File: src/rtl/ram_arbiter_2p_if.sv
// ram_arbiter_2p_if: requester-side bus of the two-port RAM arbiter.
//   req0/req1, we0/we1, addr0/addr1, wdata0/wdata1 : per-port request, driven by the requesters
//   gnt0/gnt1, done0/done1                          : one-cycle grant / completion pulses
//   rdata                                           : read result, valid with the done pulse of a read
//   busy                                            : arbiter not idle
interface ram_arbiter_2p_if #(
  parameter int DATA_W = 16,
  parameter int ADDR_W = 2
);
  logic              req0, req1;
  logic              we0, we1;
  logic [ADDR_W-1:0] addr0, addr1;
  logic [DATA_W-1:0] wdata0, wdata1;
  logic              gnt0, gnt1;
  logic              done0, done1;
  logic [DATA_W-1:0] rdata;
  logic              busy;

  modport master (
    output req0, req1, we0, we1, addr0, addr1, wdata0, wdata1,
    input  gnt0, gnt1, done0, done1, rdata, busy
  );

  modport slave (
    input  req0, req1, we0, we1, addr0, addr1, wdata0, wdata1,
    output gnt0, gnt1, done0, done1, rdata, busy
  );
endinterface

File: src/rtl/ram_arbiter_2p.sv
// ram_arbiter_2p: round-robin controller for two requesters in front of a
// 2**ADDR_W x DATA_W RAM whose storage clock is gated by clk & write.
// After reset an optional sweep zero-fills every word, then one read or
// write is served per transaction (IDLE -> ACCESS -> RESP -> IDLE).
//   clk       : system clock, FSM on rising edge, RAM drive on falling edge
//   clear     : asynchronous reset, active-low
//   bus       : requester handshake (slave modport of ram_arbiter_2p_if)
//   ram_write : RAM write enable
//   ram_addr  : RAM address
//   ram_wdata : RAM write data
//   ram_rdata : combinational RAM read data
module ram_arbiter_2p #(
  parameter int DATA_W  = 16,
  parameter int ADDR_W  = 2,
  parameter bit INIT_EN = 1'b1
) (
  input  logic              clk,
  input  logic              clear,
  ram_arbiter_2p_if.slave   bus,
  output logic              ram_write,
  output logic [ADDR_W-1:0] ram_addr,
  output logic [DATA_W-1:0] ram_wdata,
  input  logic [DATA_W-1:0] ram_rdata
);

  typedef enum logic [1:0] {
    ST_INIT,
    ST_IDLE,
    ST_ACCESS,
    ST_RESP
  } state_t;

  state_t            state;
  logic [ADDR_W-1:0] init_cnt;
  logic              owner;
  logic              last;
  logic              lat_we;
  logic [ADDR_W-1:0] lat_addr;
  logic [DATA_W-1:0] lat_wdata;
  logic              gnt0_q, gnt1_q, done0_q, done1_q, busy_q;
  logic [DATA_W-1:0] rdata_q;

  logic any_req;
  logic win;

  // Single requester wins outright; on a tie the port that was not served last wins.
  always_comb begin
    any_req = bus.req0 | bus.req1;
    win     = 1'b0;
    if (bus.req0 && bus.req1) begin
      win = ~last;
    end else begin
      win = bus.req1;
    end
  end

  always_ff @(posedge clk or negedge clear) begin
    if (!clear) begin
      state     <= INIT_EN ? ST_INIT : ST_IDLE;
      init_cnt  <= '0;
      owner     <= 1'b0;
      last      <= 1'b1;
      lat_we    <= 1'b0;
      lat_addr  <= '0;
      lat_wdata <= '0;
      gnt0_q    <= 1'b0;
      gnt1_q    <= 1'b0;
      done0_q   <= 1'b0;
      done1_q   <= 1'b0;
      busy_q    <= 1'b0;
      rdata_q   <= '0;
    end else begin
      gnt0_q  <= 1'b0;
      gnt1_q  <= 1'b0;
      done0_q <= 1'b0;
      done1_q <= 1'b0;
      case (state)
        ST_INIT: begin
          busy_q <= 1'b1;
          // Advance only on edges where the falling-edge drive already has a
          // write up, so every address is written regardless of which clock
          // phase reset was released in.
          if (ram_write) begin
            init_cnt <= init_cnt + 1'b1;
            if (init_cnt == '1) begin
              state  <= ST_IDLE;
              busy_q <= 1'b0;
            end
          end
        end
        ST_IDLE: begin
          if (any_req) begin
            owner     <= win;
            last      <= win;
            lat_we    <= win ? bus.we1    : bus.we0;
            lat_addr  <= win ? bus.addr1  : bus.addr0;
            lat_wdata <= win ? bus.wdata1 : bus.wdata0;
            gnt0_q    <= ~win;
            gnt1_q    <= win;
            busy_q    <= 1'b1;
            state     <= ST_ACCESS;
          end
        end
        ST_ACCESS: begin
          if (!lat_we) begin
            rdata_q <= ram_rdata;
          end
          done0_q <= ~owner;
          done1_q <= owner;
          state   <= ST_RESP;
        end
        ST_RESP: begin
          busy_q <= 1'b0;
          state  <= ST_IDLE;
        end
        default: begin
          state <= ST_IDLE;
        end
      endcase
    end
  end

  // RAM lines change only on the falling edge, so they are stable across the
  // high phase that the RAM's gated write clock uses.
  always_ff @(negedge clk or negedge clear) begin
    if (!clear) begin
      ram_write <= 1'b0;
      ram_addr  <= '0;
      ram_wdata <= '0;
    end else begin
      case (state)
        ST_INIT: begin
          ram_write <= 1'b1;
          ram_addr  <= init_cnt;
          ram_wdata <= '0;
        end
        ST_ACCESS: begin
          ram_write <= lat_we;
          ram_addr  <= lat_addr;
          if (lat_we) begin
            ram_wdata <= lat_wdata;
          end
        end
        default: begin
          ram_write <= 1'b0;
        end
      endcase
    end
  end

  assign bus.gnt0  = gnt0_q;
  assign bus.gnt1  = gnt1_q;
  assign bus.done0 = done0_q;
  assign bus.done1 = done1_q;
  assign bus.busy  = busy_q;
  assign bus.rdata = rdata_q;

endmodule

File: src/flat_wrapper.sv
// flat-port wrapper written by rule: the top's interface ports become plain ports
module ram_arbiter_2p_flat 
#(
  parameter int DATA_W  = 16,
  parameter int ADDR_W  = 2,
  parameter bit INIT_EN = 1'b1
)
  (clk, clear, ram_write, ram_addr, ram_wdata, ram_rdata, bus_req0, bus_req1, bus_we0, bus_we1, bus_addr0, bus_addr1, bus_wdata0, bus_wdata1, bus_gnt0, bus_gnt1, bus_done0, bus_done1, bus_rdata, bus_busy);
  ram_arbiter_2p_if #(.DATA_W(DATA_W), .ADDR_W(ADDR_W)) bus_i ();
  input  logic clk;
  input  logic clear;
  output logic ram_write;
  output logic [ADDR_W-1:0] ram_addr;
  output logic [DATA_W-1:0] ram_wdata;
  input  logic [DATA_W-1:0] ram_rdata;
  input wire logic [$bits(bus_i.req0)-1:0] bus_req0;
  input wire logic [$bits(bus_i.req1)-1:0] bus_req1;
  input wire logic [$bits(bus_i.we0)-1:0] bus_we0;
  input wire logic [$bits(bus_i.we1)-1:0] bus_we1;
  input wire logic [$bits(bus_i.addr0)-1:0] bus_addr0;
  input wire logic [$bits(bus_i.addr1)-1:0] bus_addr1;
  input wire logic [$bits(bus_i.wdata0)-1:0] bus_wdata0;
  input wire logic [$bits(bus_i.wdata1)-1:0] bus_wdata1;
  output wire logic [$bits(bus_i.gnt0)-1:0] bus_gnt0;
  output wire logic [$bits(bus_i.gnt1)-1:0] bus_gnt1;
  output wire logic [$bits(bus_i.done0)-1:0] bus_done0;
  output wire logic [$bits(bus_i.done1)-1:0] bus_done1;
  output wire logic [$bits(bus_i.rdata)-1:0] bus_rdata;
  output wire logic [$bits(bus_i.busy)-1:0] bus_busy;
  assign bus_i.req0 = bus_req0;
  assign bus_i.req1 = bus_req1;
  assign bus_i.we0 = bus_we0;
  assign bus_i.we1 = bus_we1;
  assign bus_i.addr0 = bus_addr0;
  assign bus_i.addr1 = bus_addr1;
  assign bus_i.wdata0 = bus_wdata0;
  assign bus_i.wdata1 = bus_wdata1;
  assign bus_gnt0 = bus_i.gnt0;
  assign bus_gnt1 = bus_i.gnt1;
  assign bus_done0 = bus_i.done0;
  assign bus_done1 = bus_i.done1;
  assign bus_rdata = bus_i.rdata;
  assign bus_busy = bus_i.busy;
  ram_arbiter_2p #(.DATA_W(DATA_W), .ADDR_W(ADDR_W), .INIT_EN(INIT_EN)) u_core (.clk(clk), .clear(clear), .bus(bus_i), .ram_write(ram_write), .ram_addr(ram_addr), .ram_wdata(ram_wdata), .ram_rdata(ram_rdata));
endmodule
File: config.mk
export PLATFORM = sky130hd
export DESIGN_NAME = ram_arbiter_2p_flat
export DESIGN_NICKNAME = d
export VERILOG_FILES = /design/src/rtl/ram_arbiter_2p_if.sv /design/src/rtl/ram_arbiter_2p.sv /design/src/flat_wrapper.sv
export SDC_FILE = /design/constraint.sdc
export NUM_CORES = 1
export LEC_CHECK = 0
export ABC_CLOCK_PERIOD_IN_PS = 2700
export CAP_MARGIN = 10
export CORE_ASPECT_RATIO = 1.25
export CORE_MARGIN = 3
export CORE_UTILIZATION = 55
export DETAILED_ROUTE_END_ITERATION = 12
export DONT_BUFFER_PORTS = 1
export PLACE_DENSITY = 0.77
export SLEW_MARGIN = 20
export SYNTH_ARGS = -nofsm -noshare
export SYNTH_HDL_FRONTEND = slang
export SYNTH_SLANG_ARGS = --single-unit
File: constraint.sdc
create_clock -name clk -period 2.7 [get_ports clk]
set_clock_uncertainty 0.1 [all_clocks]
set_input_delay 0.675 -clock clk [delete_from_list [all_inputs] [get_ports clk]]
set_output_delay 0.675 -clock clk [all_outputs]
set_load 0.01 [all_outputs]
==> qor.csv <==
metric,value,unit
tritoncts,done,
hold_viol,0,
synth_seq_cells,65,
syn_area,2840,um2
cts_sinks,65,
num_antenna_cells,0,
synth_commonest_cells,"nand2_1, dfrtp_1, a21oi_1",
fin_nets,339,
ant_nets,0,
wl_per_cell,19.0,um
reg2reg_slack,-0.16,ns
synthArstFlopShare,100,%
maxCapViolCount,0,
synth_ff_type,dfrtp_1,
yosysUniqueCellTypes,33,
dieArea,6060,um2
synth_top_area_share,39.7,%
syn_nets,324,
grt.overflow.total,0,
gp_congestion,0.743,
grt_usage,22.2,%
fillers,362,
cts-buffers-inserted,9,
yosysWarningCount,0,
cts-root-buf,clkbuf_8,
r2r-end,u_core.ram_wdata[8]$_DFFE_NN0P_,
setup_viol,36,
ys_seq_area_share,57.4,%
synthToLayoutAreaGrowth,20.1,%
worst-slew-pin-transition,0.938,ns
num_vias,1947,
reg2reg_depth,8,
grt_max_degree,46,
drt_iter0_markers,59,
rows,28,
die_x,70.2,um
grt_pass1_vias,2084,
outcome,finished with violations,
grt_setup_unrepaired,true,
clock_latency,0.33,ns
power.density,1360,nW/um2
cp_max_fo,2,
violations,negative setup slack,
startpoint_type,flip-flop,
crit_arrival,2.18,ns
syn_inst,259,
stdcell_area,3410,um2
ioPinCount,98,
dp_hpwl,3940,um
hp-class,in2async,
core,4870,um2
layout_setup_ws,-0.258,ns
ir_drop,0.608,mV
syn_avg_cell_area,11.0,um2
finalPower,4.62,mW
utilization,70.0,%
portBuffers,0,
max-slew-margin-rel,37.5,%
cts.clk_slew.worst_paths,0.07,ns
finalMaxSlewViolations,0,
end_kind,output port,
worstPathRequired,1.92,ns
leakagePower,1.53,nW
synth.top_cells.by_area,"dfrtp_1, dfrtn_1, nand2_1, a21oi_1, mux2_4",
synth_edf_count,0,
crit_type,reg2out,
drc,0,
dp_slack,-0.101,ns
yosysMostFrequentCell,nand2_1,
vias_per_cell,5.74,
grt_pass1_wl,10300,um
initial_core_util,58.3,%
die_h,86.3,um
grt_antenna_before_repair,0,
drive_gt1_share,29.7,%
r2r-start,u_core.state[0]$_DFFE_PN0P_,
placed_area,2940,um2
routed_wl,6430,um
drt-pass1-iter-count,4,
yosysTopAreaCell,dfrtp_1,
cts_max_path_buffers,2,
ctsHtreeMaxLevel,3,
cells in the final DEF, fill, tap and decap left out, types with 3 or more instances in the layout:
master and count:
o21ai_2 11, mux2i_1 4, ha_1 3, o21ai_1 8
a21oi_1 34, clkbuf_8 12, buf_6 7, ha_4 4
inv_1 3, mux2_4 10, dfrtn_1 19, nand2_1 45
a221o_1 3, dfrtp_1 45, nand2_2 11, mux2_2 7
buf_4 6, buf_16 3, nor2_1 18
state kept, by name (all words and copies together), names as in the netlist:
| register | cells |
|---|---|
| u_core.bus.rdata | 16 |
| u_core.lat_wdata | 16 |
| u_core.ram_wdata | 16 |
| u_core.init_cnt | 2 |
| u_core.lat_addr | 2 |
| u_core.ram_addr | 2 |
| u_core.state | 2 |
| u_core.bus.busy | 1 |
| u_core.bus.done0 | 1 |
| u_core.bus.done1 | 1 |
| u_core.bus.gnt0 | 1 |
| u_core.bus.gnt1 | 1 |
| u_core.last | 1 |
| u_core.lat_we | 1 |
| u_core.owner | 1 |
| u_core.ram_write | 1 |
cells by family (layout without fill, tap and decap cells):
kind of cell               after synthesis  after routing  share of synthesized area, %
and+or+nand+nor                         81             81                          11.5
AOI/OAI and AO/OA                       65             65                          13.4
DFF                                     65             65                          57.4
muxes                                   23             23                          10.2
buffers and inverters                   17             37                          4.14
adders and majority gates                7              7                          3.09
xor gates and xnor gates                 1              1                         0.309
stage by stage:
stage | cells | TNS (ns) | hold WS, ns
after floorplan | 259 | -1.58 | 0.279
after global placement | 318 | -0.354 | 0.281
after detailed placement | 318 | -1.14 | 0.281
after CTS | 341 | -6.49 | 0.0730
after global routing | 339 | -8.03 | 0.0632
final | 339 | -6.39 | 0.0865
timing repair:
item	in CTS	in global routing
endpoints found under the hold margin	45	0
buffers inserted	4	3
pin swaps	2	5
gates cloned	2	0
endpoints found under the setup margin	38	39
hold buffers	1	0
gates resized for setup	20	25
routing by layer:
layer	part of all wire (%)	up-vias	global-route usage [%]
met3	7.0	12	5.80
met5	0	-	0
met2	50	91	36.7
li1	-	900	-
met1	41	944	27.3
met4	2.0	0	10.3
report_power, final:
part / switching (mW) / internal (mW) / total, mW
combinational: 0.850 / 0.877 / 1.73
sequential: 0.484 / 1.46 / 1.95
clock: 0.350 / 0.597 / 0.947
total: 1.68 / 2.94 / 4.62
how the worst max path moves through the flow:
stage | startpoint | cells past startpoint | to | slack (ns)
global route | u_core.ram_wdata[9]$_DFFE_NN0P_ | 0 | ram_wdata[9] | -0.28
global placement | u_core.state[0]$_DFFE_PN0P_ | 5 | u_core.ram_wdata[7]$_DFFE_NN0P_ | -0.04
CTS | u_core.ram_wdata[5]$_DFFE_NN0P_ | 0 | ram_wdata[5] | -0.24
floorplan | u_core.state[0]$_DFFE_PN0P_ | 5 | u_core.ram_wdata[0]$_DFFE_NN0P_ | -0.11
finish | u_core.ram_wdata[9]$_DFFE_NN0P_ | 0 | ram_wdata[9] | -0.26
detailed placement | u_core.state[0]$_DFFE_PN0P_ | 5 | u_core.ram_wdata[7]$_DFFE_NN0P_ | -0.10
layout make-up:
type                            instances  area (um2)  share of cell area, %
Multi-Input combinational cell        177        1230                   36.1
Inverter                                4        15.0                  0.441
Sequential cell                        65        1630                   47.8
Clock inverter                          2        60.1                   1.76
Timing Repair Buffer                   17         226                   6.64
Clock buffer                           14         173                   5.07
Tap cell                               60        75.1                   2.20
(Power assumes the default switching activity.)
